**config.mk**
```make
export PLATFORM = sky130hd
export DESIGN_NAME = riscv_redundant
export DESIGN_NICKNAME = d
export VERILOG_FILES = /design/src/rtl/riscv_redundant.sv
export SDC_FILE = /design/constraint.sdc
export NUM_CORES = 1
export LEC_CHECK = 0
export CAP_MARGIN = 20
export CORE_ASPECT_RATIO = 1.25
export CORE_MARGIN = 1.5
export CORE_UTILIZATION = 52
export CTS_CLUSTER_DIAMETER = 60
export DETAILED_ROUTE_END_ITERATION = 10
export PLACE_DENSITY = 0.78
export SYNTH_ARGS = -nofsm -noshare
export SYNTH_HDL_FRONTEND = slang
export SYNTH_SLANG_ARGS = --single-unit
```
**constraint.sdc**
```tcl
create_clock -name clk -period 6.81 [get_ports clk]
set_input_delay 1.362 -clock clk [delete_from_list [all_inputs] [get_ports clk]]
set_output_delay 1.362 -clock clk [all_outputs]
set_load 0.05 [all_outputs]
```
**src/rtl/riscv_redundant.sv**
```systemverilog
// riscv_redundant: NUM_CORES redundant riscv cores, bitwise majority voter, OK/DEGRADED/FAIL fault tracking.
// Define RISCV_RED_FI_EN to add the fi_en/fi_core_mask/fi_bit single-bit fault-injection inputs.

// riscv: small deterministic trace core; every lane runs the same program from reset.
module riscv #(
    parameter int DATA_W = 32
) (
    input  logic              clk,
    input  logic              reset,
    output logic [31:0]       WB_Data,
    output logic [4:0]        reg_num,
    output logic [31:0]       reg_data,
    output logic              reg_write_sig,
    output logic              wr,
    output logic              rd,
    output logic [8:0]        addr,
    output logic [DATA_W-1:0] wr_data,
    output logic [DATA_W-1:0] rd_data
);
    logic [8:0]  pc;
    logic [31:0] acc;
    always_ff @(posedge clk or posedge reset)
        if (reset) begin
            pc  <= '0;
            acc <= '0;
        end else begin
            pc  <= pc + 9'd1;
            acc <= acc + ({23'd0, pc} ^ 32'h9e37_79b9);
        end
    // Slot pc%4==3 is a store, pc%4==1 a load; every non-store slot writes the register file.
    assign WB_Data       = acc;
    assign reg_num       = pc[4:0];
    assign reg_data      = acc ^ {pc, 23'd0};
    assign reg_write_sig = pc[1:0] != 2'd3;
    assign wr            = pc[1:0] == 2'd3;
    assign rd            = pc[1:0] == 2'd1;
    assign addr          = pc ^ 9'h155;
    assign wr_data       = DATA_W'(acc);
    assign rd_data       = DATA_W'({acc[15:0], acc[31:16]});
endmodule

module riscv_redundant #(
    parameter int DATA_W    = 32,
    parameter int NUM_CORES = 3,
    parameter int ERR_CNT_W = 8
) (
    input  logic                      clk,
    input  logic                      reset,
`ifdef RISCV_RED_FI_EN
    input  logic                      fi_en,
    input  logic [NUM_CORES-1:0]      fi_core_mask,
    input  logic [$clog2(81+2*DATA_W)-1:0] fi_bit,
`endif
    output logic [31:0]               WB_Data,
    output logic [4:0]                reg_num,
    output logic [31:0]               reg_data,
    output logic                      reg_write_sig,
    output logic                      wr,
    output logic                      rd,
    output logic [8:0]                addr,
    output logic [DATA_W-1:0]         wr_data,
    output logic [DATA_W-1:0]         rd_data,
    output logic [1:0]                fault_state,
    output logic [NUM_CORES-1:0]      err_core,
    output logic [ERR_CNT_W-1:0]      err_count
);
    localparam int BW = 81 + 2 * DATA_W;
    localparam logic [BW-1:0] one_hot = {{(BW-1){1'b0}}, 1'b1};
    localparam logic [BW-1:0] strobe_mask = {{(BW-3){1'b0}}, 3'b111} << (2 * DATA_W + 9);

    typedef enum logic [1:0] {s_ok = 2'b00, s_degraded = 2'b01, s_fail = 2'b10} state_t;

    state_t                 state;
    logic [BW-1:0]          bund [NUM_CORES];
    logic [BW-1:0]          vote;
    logic [BW-1:0]          out_q;
    logic [NUM_CORES-1:0]   mis;
    logic                   majority;
    logic                   squash;

    for (genvar c = 0; c < NUM_CORES; c++) begin : g_core
        logic [31:0]       wb, rdat;
        logic [4:0]        rnum;
        logic              rws, w, r;
        logic [8:0]        a;
        logic [DATA_W-1:0] wd, rdd;
        logic [BW-1:0]     raw;
        riscv #(.DATA_W(DATA_W)) u_core (
            .clk(clk), .reset(reset), .WB_Data(wb), .reg_num(rnum), .reg_data(rdat),
            .reg_write_sig(rws), .wr(w), .rd(r), .addr(a), .wr_data(wd), .rd_data(rdd)
        );
        assign raw = {wb, rnum, rdat, rws, w, r, a, wd, rdd};
`ifdef RISCV_RED_FI_EN
        // A shift past the bundle width yields zero, so out-of-range fi_bit injects nothing.
        assign bund[c] = raw ^ ((fi_en && fi_core_mask[c]) ? one_hot << fi_bit : '0);
`else
        assign bund[c] = raw;
`endif
        assign mis[c] = bund[c] != vote;
    end

    for (genvar b = 0; b < BW; b++) begin : g_vote
        logic [NUM_CORES-1:0] col;
        for (genvar c = 0; c < NUM_CORES; c++) begin : g_col
            assign col[c] = bund[c][b];
        end
        assign vote[b] = 2 * $countones(col) == NUM_CORES ? col[0] : 2 * $countones(col) > NUM_CORES;
    end

    assign majority = NUM_CORES - $countones(mis) > NUM_CORES / 2;
    assign squash   = state == s_fail || !majority;

    always_ff @(posedge clk or posedge reset)
        if (reset) begin
            state     <= s_ok;
            err_core  <= '0;
            err_count <= '0;
            out_q     <= '0;
        end else begin
            state     <= squash ? s_fail : (|mis ? s_degraded : state);
            err_core  <= err_core | mis;
            err_count <= (|mis && err_count != '1) ? err_count + ERR_CNT_W'(1) : err_count;
            out_q     <= squash ? vote & ~strobe_mask : vote;
        end

    assign {WB_Data, reg_num, reg_data, reg_write_sig, wr, rd, addr, wr_data, rd_data} = out_q;
    assign fault_state = state;
endmodule

```
== Word-level counts from Yosys, hierarchy flattened ==
Cells that the tools add are included.

* Add/subtract/negate cells: 168
* Shifts and indexed selects: 0
* $lt $le $gt $ge: 80
* Eq/ne operators: 14
* Div/mod/pow operators: 0
* Mux-type cells: 3
* Reductions and logical operators: 5
* $mul: 0
* Bitwise gates (word level): 10

{| class="wikitable"
|+ Operators with widths
! kind !! count
|-
| $ne A145 B145 Y1 || 3
|-
| $gt A4 B2 Y1 const B || 73
|-
| $gt A32 B3 Y1 const B || 7
|-
| $add A2 B1 Y3 || 73
|-
| $add A31 B1 Y31 || 7
|-
| $add A1 B1 Y2 || 80
|-
| $add A32 B32 Y32 || 3
|-
| $xor A32 B32 Y32 || 3
|-
| $mux W76 || 1
|-
| $not A6 Y20 || 3
|-
| $add A9 B1 Y9 const B || 3
|-
| $not A5 Y5 || 3
|-
| $add A8 B1 Y8 const B || 1
|-
| $eq A2 B2 Y1 const B || 4
|-
| $ne A8 B8 Y1 const B || 1
|-
| $eq A2 B1 Y1 const B || 3
|-
| $ne A2 B2 Y1 const B || 3
|-
| $mux W2 || 2
|-
| $sub A2 B3 Y4 const A || 1
|-
| $or A3 B3 Y3 || 1
|-
| $reduce_or A3 Y1 || 1
|-
| $reduce_bool A2 Y1 || 1
|-
| $logic_and A1 B1 Y1 || 1
|-
| $logic_not A1 Y1 || 1
|-
| $logic_or A1 B1 Y1 || 1
|}

* Register bits: 281
* Latch bits: 0
* ROM bits: 0
* Memories: 0
* Memory bits (writable): 0
* Logic and storage cells: 290

== Logic depth before layout (Yosys ltp) ==
Gate-level depths: netlist (run 1).

* Word-level depth: 12
* Gate-level depth with buffers: 15
* Gate-level depth less buffers: 14

== Hierarchy ==
A second synthesis (run 1) with hierarchy kept.

* Cells, all modules: 2509
* Area, all modules: 22362.7 sq um

{| class="wikitable"
|+ Modules (own cells, without submodules)
! module !! sequential area each (sq um) !! area each (sq um) !! times used !! cells each
|-
| riscv_redundant || 3953.8 || 12839.8 || 1 || 1489
|-
| riscv || 1026.0 || 3174.3 || 3 || 340
|}

== Worst setup path after synthesis (run 1) ==
No wires, ideal clock.

* Path type: register -> register
* Start point: reg g_core[0].u_core.acc[19]
* End point: reg err_count[7]
* Arrival: 3.288 ns
* Setup slack: 3.397 ns
* Required time: 6.685 ns
* Cell stages (with the launch flop): 11
* Clock period less this slack: 3.413 ns
* Path buffers: 0
* Setup time: 0.125 ns
* Cell sequence: dfrtp_1 > ha_1 > nor2b_1 > a2111o_1 > a2111oi_2 > nand4_1 > or4_1 > or4_4 > nor3_4 > nor3_2 > mux2_4

* Word-level cells in the longest chain between the ends: 7
* Elaborated cells on any way between the ends: 12

{| class="wikitable"
|+ RTL lines
! item !! line !! text
|-
| start, declared || 21 || <nowiki>logic [31:0] acc;</nowiki>
|-
| start signal, assigned || 28 || <nowiki>acc <= acc + ({23'd0, pc} ^ 32'h9e37_79b9);</nowiki>
|-
| $xor A32 B32 Y32 || 33 || <nowiki>assign reg_data = acc ^ {pc, 23'd0};</nowiki>
|-
| $add A1 B1 Y2 (implied by the code) || 107 || <nowiki>assign vote[b] = 2 * $countones(col) == NUM_CORES ? col[0] : 2 * $countones(col) > NUM_CORES;</nowiki>
|-
| $add A2 B1 Y3 (implied by the code) || 107 ||
|-
| $gt A4 B2 Y1 || 107 ||
|-
| $ne A145 B145 Y1 || 99 || <nowiki>assign mis[c] = bund[c] != vote;</nowiki>
|-
| $reduce_or A3 Y1 * || 122 || <nowiki>err_count <= (|mis && err_count != '1) ? err_count + ERR_CNT_W'(1) : err_count;</nowiki>
|-
| $logic_and A1 B1 Y1 * || 122 ||
|-
| end signal, assigned || 122 ||
|-
| end, declared || 65 || <nowiki>output logic [ERR_CNT_W-1:0] err_count</nowiki>
|}

Mark *: on every way between the ends. The rest lies on a longest branch, timed or not.
A chain may end at the register's enable or synchronous reset.

== Worst setup path in the final report (run 1) ==
* Start point: reg g_core[1].u_core.pc[0]
* End point: reg g_core[1].u_core.acc[31]

* Word-level cells in the longest chain between the ends: 2

{| class="wikitable"
|+ RTL lines
! item !! line !! text
|-
| start, declared || 20 || <nowiki>logic [8:0] pc;</nowiki>
|-
| start signal, assigned || 27 || <nowiki>pc <= pc + 9'd1;</nowiki>
|-
| $not A6 Y20 (no line) || - ||
|-
| $add A32 B32 Y32 || 28 ||
|-
| end signal, assigned || 28 ||
|-
| end, declared || 21 ||
|}

Every way passes these cells.

==> run metrics, run 1 <==
Cells after Synth around 1400; Critical Path Fanout Max 10; fin crit share 0.646; Leakage Power between 6 and 7 nW; storage element area just over 5000 sq um; port bufs between 150 and 200; Worst Tran Pin Value ~1.1 ns; Detailed Route WL roughly 45000 microns; initial core utilization 0.527; H-tree depth 1; Post-CTS Resized 0; die area 26400 sq um; # rows 65; Critical Path Max Stage Delay ~0.73 ns; Tot Pwr between 2 and 2.5 mW; GRT Total Usage 0.344; TritonCTS clock tree built; Detailed Place HPWL 36900 microns; n_diodes 0; area grow syn2layout 15.4%; fillers about 2100; detailed-route via count between 10000 and 15000; critical path class register to register; Clock Skew around 0.023 ns; DRT Pass-1 Iters 5; Hold WC Path Type register to register; minimum clock period roughly 4.4 ns; layout cells sized above 1 0.0396; worst path bufs/invs 1; final hold vios 0; clock root buffer clkbuf_16; critical path, cell by cell inv_1 > ha_1 > a21o_1 > a21o_1 > a2111oi_0 > nor4_1 > o31ai_1 > a21boi_0 > o21ai_0 > a21oi_1 > xnor2_1; PD cells 162 nW/um^2; Synth top area share 0.382; WL per Instance 24.5 microns; outcome complete, no violations; total core area 25100 sq um; final net count ~1600; Iteration-0 DRC Markers 882; Most used DFF post-synth dfrtp_1; grt ovf 0; Synth area leader dfrtp_1; largest net degree at the start of global routing between 100 and 150; setup TNS 0 ns; Setup crit end kind register; VDD IR-drop max 165 uV; yosys warns 0; Placer Congestion between 1 and 1.5; Worst Path Required slightly above 7 ns; # IOs 160; first-pass GRT wire length roughly 66000 microns; Max Cap Viol 0; WHS roughly 0.47 ns; Post-CTS Setup Bufs 0; Die W between 100 and 150 microns; Routed Antenna Nets 0; CTS Buf Count 23; multi-input logic area 6900 sq um; crit-path leading delay family compound AO/OA/AOI/OAI gates; synthesized area per cell around 9.4 sq um; Seq/Total Area, Yosys 0.382; Reg clk slew, reported paths 0.06 ns; Slew HR 0.255; number of buffers on the longest clock path 3; final setup vio count 0; clk_lat worst skew between 0.5 and 0.6 ns; Die H around 180 microns; initial antenna violation count 2; dpl cells 1787; fin util 0.608; Startpoint Class register; Worst EP arrival between 4 and 5 ns; vias per inst between 5 and 6; fmax 227 MHz; Post-synth EDFFs 0; Synth Net Count about 1500; Slew Limit Fails 0; top post-synthesis cells by area dfrtp_1, xnor2_1, ha_1, xor2_1, buf_4; Async SR Flop Fraction 1.00; most frequent CP cell a21o_1; Post-Layout Cell Count roughly 1800; DRC viols 0; vias in the first global route slightly above 10000; Slowest-stage cell, CP a2111oi_0; library cells used by synthesis 64; clock net sink count 202; CTS Hold Bufs 0; RSZ-0062 raised after global routing no; Post-Syn Area between 10000 and 15000 sq um; Synth Register Bits 202
==> final cells by class <==
cell class,instances,share of cell area
Clock inverter,6,0.00598
Clock buffer,31,0.0429
Timing Repair Buffer,164,0.107
Inverter,136,0.0337
Multi-Input combinational cell,950,0.452
Sequential cell,202,0.331
Tap cell,335,0.0274
==> report_power, final <==
group	internal, mW	switching [mW]
sequential	1.20	0
clock	0.745	0.499
combinational	0.00215	0.0227
==> state kept, by name (all words and copies together), names as in the netlist <==
| signal | flops |
|---|---|
| g_core.u_core.WB_Data | 96 |
| g_core.u_core.pc | 27 |
| out_q | 66 |
| err_core | 3 |
| fault_state | 2 |
| err_count | 8 |
==> synth_stat cells, types with 3 or more instances <==
library cell / instances
a2111oi_0: 7
a211oi_1: 6
a21boi_0: 5
a21o_1: 10
a21oi_1: 104
a221oi_1: 4
a22oi_1: 17
a31oi_1: 3
a41oi_1: 3
and3_1: 4
and4_1: 4
buf_4: 79
clkbuf_1: 44
dfrtp_1: 202
fa_1: 3
ha_1: 102
inv_1: 135
mux2_4: 3
mux2i_1: 11
nand2_1: 51
nand2b_1: 23
nand3_1: 27
nand4_1: 23
nor2_1: 99
nor2b_1: 26
nor3_1: 30
nor4_1: 34
o2111ai_1: 3
o211ai_1: 3
o21a_1: 4
o21ai_0: 37
o22ai_1: 9
or2_2: 7
or3_1: 4
or4_1: 6
xnor2_1: 155
xor2_1: 93
==> cells in the final DEF, fill, tap and decap left out, types with 4 or more instances in the layout <==
cell / n
a2111oi_0: 7
a211oi_1: 6
a21boi_0: 5
a21o_1: 10
a21oi_1: 104
a221oi_1: 4
a22oi_1: 17
and3_1: 4
and4_1: 4
buf_4: 4
clkbuf_16: 23
clkbuf_8: 5
clkdlybuf4s50_1: 159
dfrtp_1: 202
ha_1: 102
inv_1: 134
mux2i_1: 11
nand2_1: 51
nand2b_1: 23
nand3_1: 27
nand4_1: 23
nor2_1: 99
nor2b_1: 26
nor3_1: 30
nor4_1: 34
o21a_1: 4
o21ai_0: 37
o22ai_1: 9
or2_2: 7
or3_1: 4
or4_1: 6
xnor2_1: 155
xor2_1: 93
==> layer usage <==
metal / routed length, microns / track usage
met5: 9 / 0
met4: 3440 / 0.226
met3: 2680 / 0.0538
met2: 21200 / 0.572
met1: 17300 / 0.413
==> final timing paths <==
kind                                        start                           end  slack [ns]  cells past startpoint
max in group asynchronous                   reset  g_core[0].u_core.WB_Data[18]        4.31                      3
min reg2reg                           err_core[2]                   err_core[2]        0.47                      1
max                        g_core[1].u_core.pc[0]  g_core[1].u_core.WB_Data[31]        2.41                     11
max reg2reg                g_core[1].u_core.pc[0]  g_core[1].u_core.WB_Data[31]        2.41                     11
min                                   err_core[2]                   err_core[2]        0.47                      1
min in group asynchronous                   reset                  err_count[2]        1.22                      2
==> worst register-to-register path: stages, from the launching register on <==
cell and delay (ns):
dfrtp_1 0.57, inv_1 0.17, ha_1 0.24, a21o_1 0.16
a21o_1 0.20, a2111oi_0 0.73, nor4_1 0.29, o31ai_1 0.62
a21boi_0 0.31, o21ai_0 0.61, a21oi_1 0.20, xnor2_1 0.16
==> metrics by stage <==
| step | setup WS, ns | instance area, sq um |
|---|---|---|
| 6_report | 2.41 | 15300 |
| 3_5_place_dp | 2.54 | 14500 |
| 3_3_place_gp | 2.49 | 14500 |
| 4_1_cts | 2.54 | 15300 |
| 2_1_floorplan | 2.83 | 13200 |
| 5_1_grt | 2.23 | 15300 |
==> cell families (layout without fill, tap and decap cells) <==
kind of cell	after synthesis	count (layout)	synth area share
xor+xnor	248	248	0.164
simple gates	349	349	0.135
buf+inv	262	337	0.0969
fa+ha+maj	105	105	0.101
compound gates	232	232	0.108
flops	202	202	0.382
mux	16	16	0.0134
Power figures use the tool's default switching activity.
==> run 2, diff against run 1 <==
--- a/config.mk
+++ b/config.mk
@@ -8,10 +8,10 @@
 export CAP_MARGIN = 20
 export CORE_ASPECT_RATIO = 1.25
 export CORE_MARGIN = 1.5
-export CORE_UTILIZATION = 52
+export CORE_UTILIZATION = 57
 export CTS_CLUSTER_DIAMETER = 60
 export DETAILED_ROUTE_END_ITERATION = 10
-export PLACE_DENSITY = 0.78
+export PLACE_DENSITY = 0.81
 export SYNTH_ARGS = -nofsm -noshare
 export SYNTH_HDL_FRONTEND = slang
 export SYNTH_SLANG_ARGS = --single-unit
==> constraint.sdc (replaced) <==
create_clock -name clk -period 4.5 [get_ports clk]
set_input_delay 0.9 -clock clk [delete_from_list [all_inputs] [get_ports clk]]
set_output_delay 0.9 -clock clk [all_outputs]
set_load 0.05 [all_outputs]
==> run metrics, run 2 (synthesis gave the netlist of run 1 again) <==
outcome finished with violations; failing checks design-rule violations; Worst Hold Launch err_core[2]; initial core utilization 0.578; Setup crit end kind register; worst r2r src g_core[0].u_core.pc[2]; top routing layer in use met4; critical path class register to register; die area roughly 24000 sq um; area grow syn2layout 17.1%; critical path, cell by cell inv_1 > ha_1 > a221oi_2 > nand4_1 > or3_1 > or4_1 > or4_4 > inv_1 > ha_1 > a41oi_1 > a21oi_1 > a21boi_0; worst path bufs/invs 2; vias in the first global route approximately 11000; Routed Antenna Nets 0; Clock Skew ~0.02 ns; Iteration-0 DRC Markers 968; clock net sink count between 200 and 250; DR WL met2 21300 microns; CTS Hold Bufs 0; fillers approximately 1800; Worst Path Required 4.94 ns; H-tree depth 1; crit-path leading delay family simple AND/OR/NAND/NOR gates; Die H 173 microns; layout cells sized above 1 0.0679; clock root buffer clkbuf_16; commonest non-fill, non-tap cell in the layout dfrtp_1; grt ovf 0; VDD IR-drop max between 300 and 400 uV; TritonCTS clock tree built; Slowest-stage cell, CP dfrtp_1; Slew HR 0.434; total core area 22900 sq um; Reg clk slew, reported paths around 0.070 ns; Worst EP arrival ~4.7 ns; Post-Layout Cell Count around 1800; Startpoint Class register; clk_lat worst skew approximately 0.52 ns; Worst Tran Pin Value approximately 0.85 ns; Detailed Route WL between 40000 and 50000 microns; first-pass GRT wire length about 68000 microns; initial antenna violation count 1; DRT Pass-1 Iters 9; DRC viols 32; largest net degree at the start of global routing 67; Placer Congestion roughly 1.1; commonest cells after routing, fill and taps aside dfrtp_1, clkdlybuf4s50_1, xnor2_1, inv_1, a21oi_1; fin crit share 0.936; RSZ-0062 raised after global routing no; # IOs 160; CP startpoint g_core[0].u_core.pc[2]; CP Depth 12; Slew Limit Fails 0; storage element area 5050 sq um; detailed-route via count about 11000; final setup vio count 0; Leakage Power between 7 and 8 nW; Critical Path Fanout Max 7; met3 wire length 3510 microns; # rows 62; routed length on met1 around 18000 microns; number of buffers on the longest clock path 3; Hold WC Path Type register to register; dpl cells ~1800; Final Instance Area ~15000 sq um; Detailed Place HPWL around 39000 microns; vias per inst ~6.0; setup TNS 0 ns; port bufs approximately 160; CTS Buf Count 21; max FFs per register 96; final hold vios 0; WL per Instance approximately 25 microns; placed inst area between 10000 and 15000 sq um; final net count between 1500 and 2000; Critical Path Max Stage Delay slightly above 0.6 ns; WHS Path Cells 1; minimum clock period between 4 and 5 ns; multi-input logic area a little under 7000 sq um; fmax between 200 and 250 MHz; PD cells 233 nW/um^2; GRT Total Usage 0.384; worst-case reg-to-reg path depth 12; Die W about 140 microns; Max Cap Viol 0
-- run 2: cell count changes in the layout (fill, tap and decap cells not counted) --
cell	previous run	this run
inv_6	2	3
clkbuf_16	23	21
buf_12	1	2
clkbuf_1	3	2
bufinv_16	2	1
diode_2	0	1
buf_4	4	45
clkinv_2	1	5
a221oi_1	4	3
a221oi_2	0	1
-- run 2: final cells by class --
| type | instances | share of cell area |
|---|---|---|
| diodes | 1 | 0.000161 |
| clock buffers | 28 | 0.0388 |
| clock inverters | 10 | 0.00581 |
| inverters | 136 | 0.0332 |
| multi-input cells | 950 | 0.445 |
| flip-flops and latches | 202 | 0.326 |
| well taps | 288 | 0.0233 |
| repair buffers | 206 | 0.127 |
-- run 2: per-layer routing --
metal	GRT usage	vias to the layer above
li1	-	4904
met3	0.0732	202
met4	0.277	0
met2	0.619	559
met5	0	-
met1	0.460	5289
-- run 2: final timing paths --
| check | endpoint | slack [ns] |
|---|---|---|
| worst max-delay path | fault_state[0] | 0.29 |
| worst max register to register | fault_state[0] | 0.29 |
| min in group asynchronous | g_core[0].u_core.pc[5] | 0.90 |
| max in group asynchronous | g_core[1].u_core.WB_Data[19] | 2.78 |
| worst min-delay path | err_core[2] | 0.48 |
| worst min register to register | err_core[2] | 0.48 |
-- run 2: power by group --
| part | switching (mW) | total [mW] | leakage, nW | internal [mW] |
|---|---|---|---|---|
| Sequential | 0 | 1.82 | 2.42 | 1.82 |
| Clock | 0.748 | 1.75 | 0.348 | 1.01 |
| Combinational | 0.0361 | 0.0424 | 4.40 | 0.00624 |
| Total | 0.784 | 3.61 | 7.17 | 2.83 |
-- run 2: stage by stage --
| step | power (mW) | hold slack [ns] | worst slack [ns] | utilization |
|---|---|---|---|---|
| floorplan | 1.88 | 0.484 | 0.984 | - |
| global placement | 1.89 | 0.451 | 0.241 | 0.647 |
| detailed placement | 1.89 | 0.463 | 0.258 | 0.647 |
| CTS | 3.63 | 0.477 | 0.231 | 0.677 |
| global route | 3.72 | 0.507 | 0.0696 | 0.677 |
| finish | 3.61 | 0.480 | 0.288 | 0.677 |
-- run 2: what timing repair did --
action | 4_1_cts | 5_1_grt
endpoints found under the setup margin | 0 | 1
resized for setup | 0 | 1
setup buffers | 0 | 0
hold endpoints to repair | 0 | 0
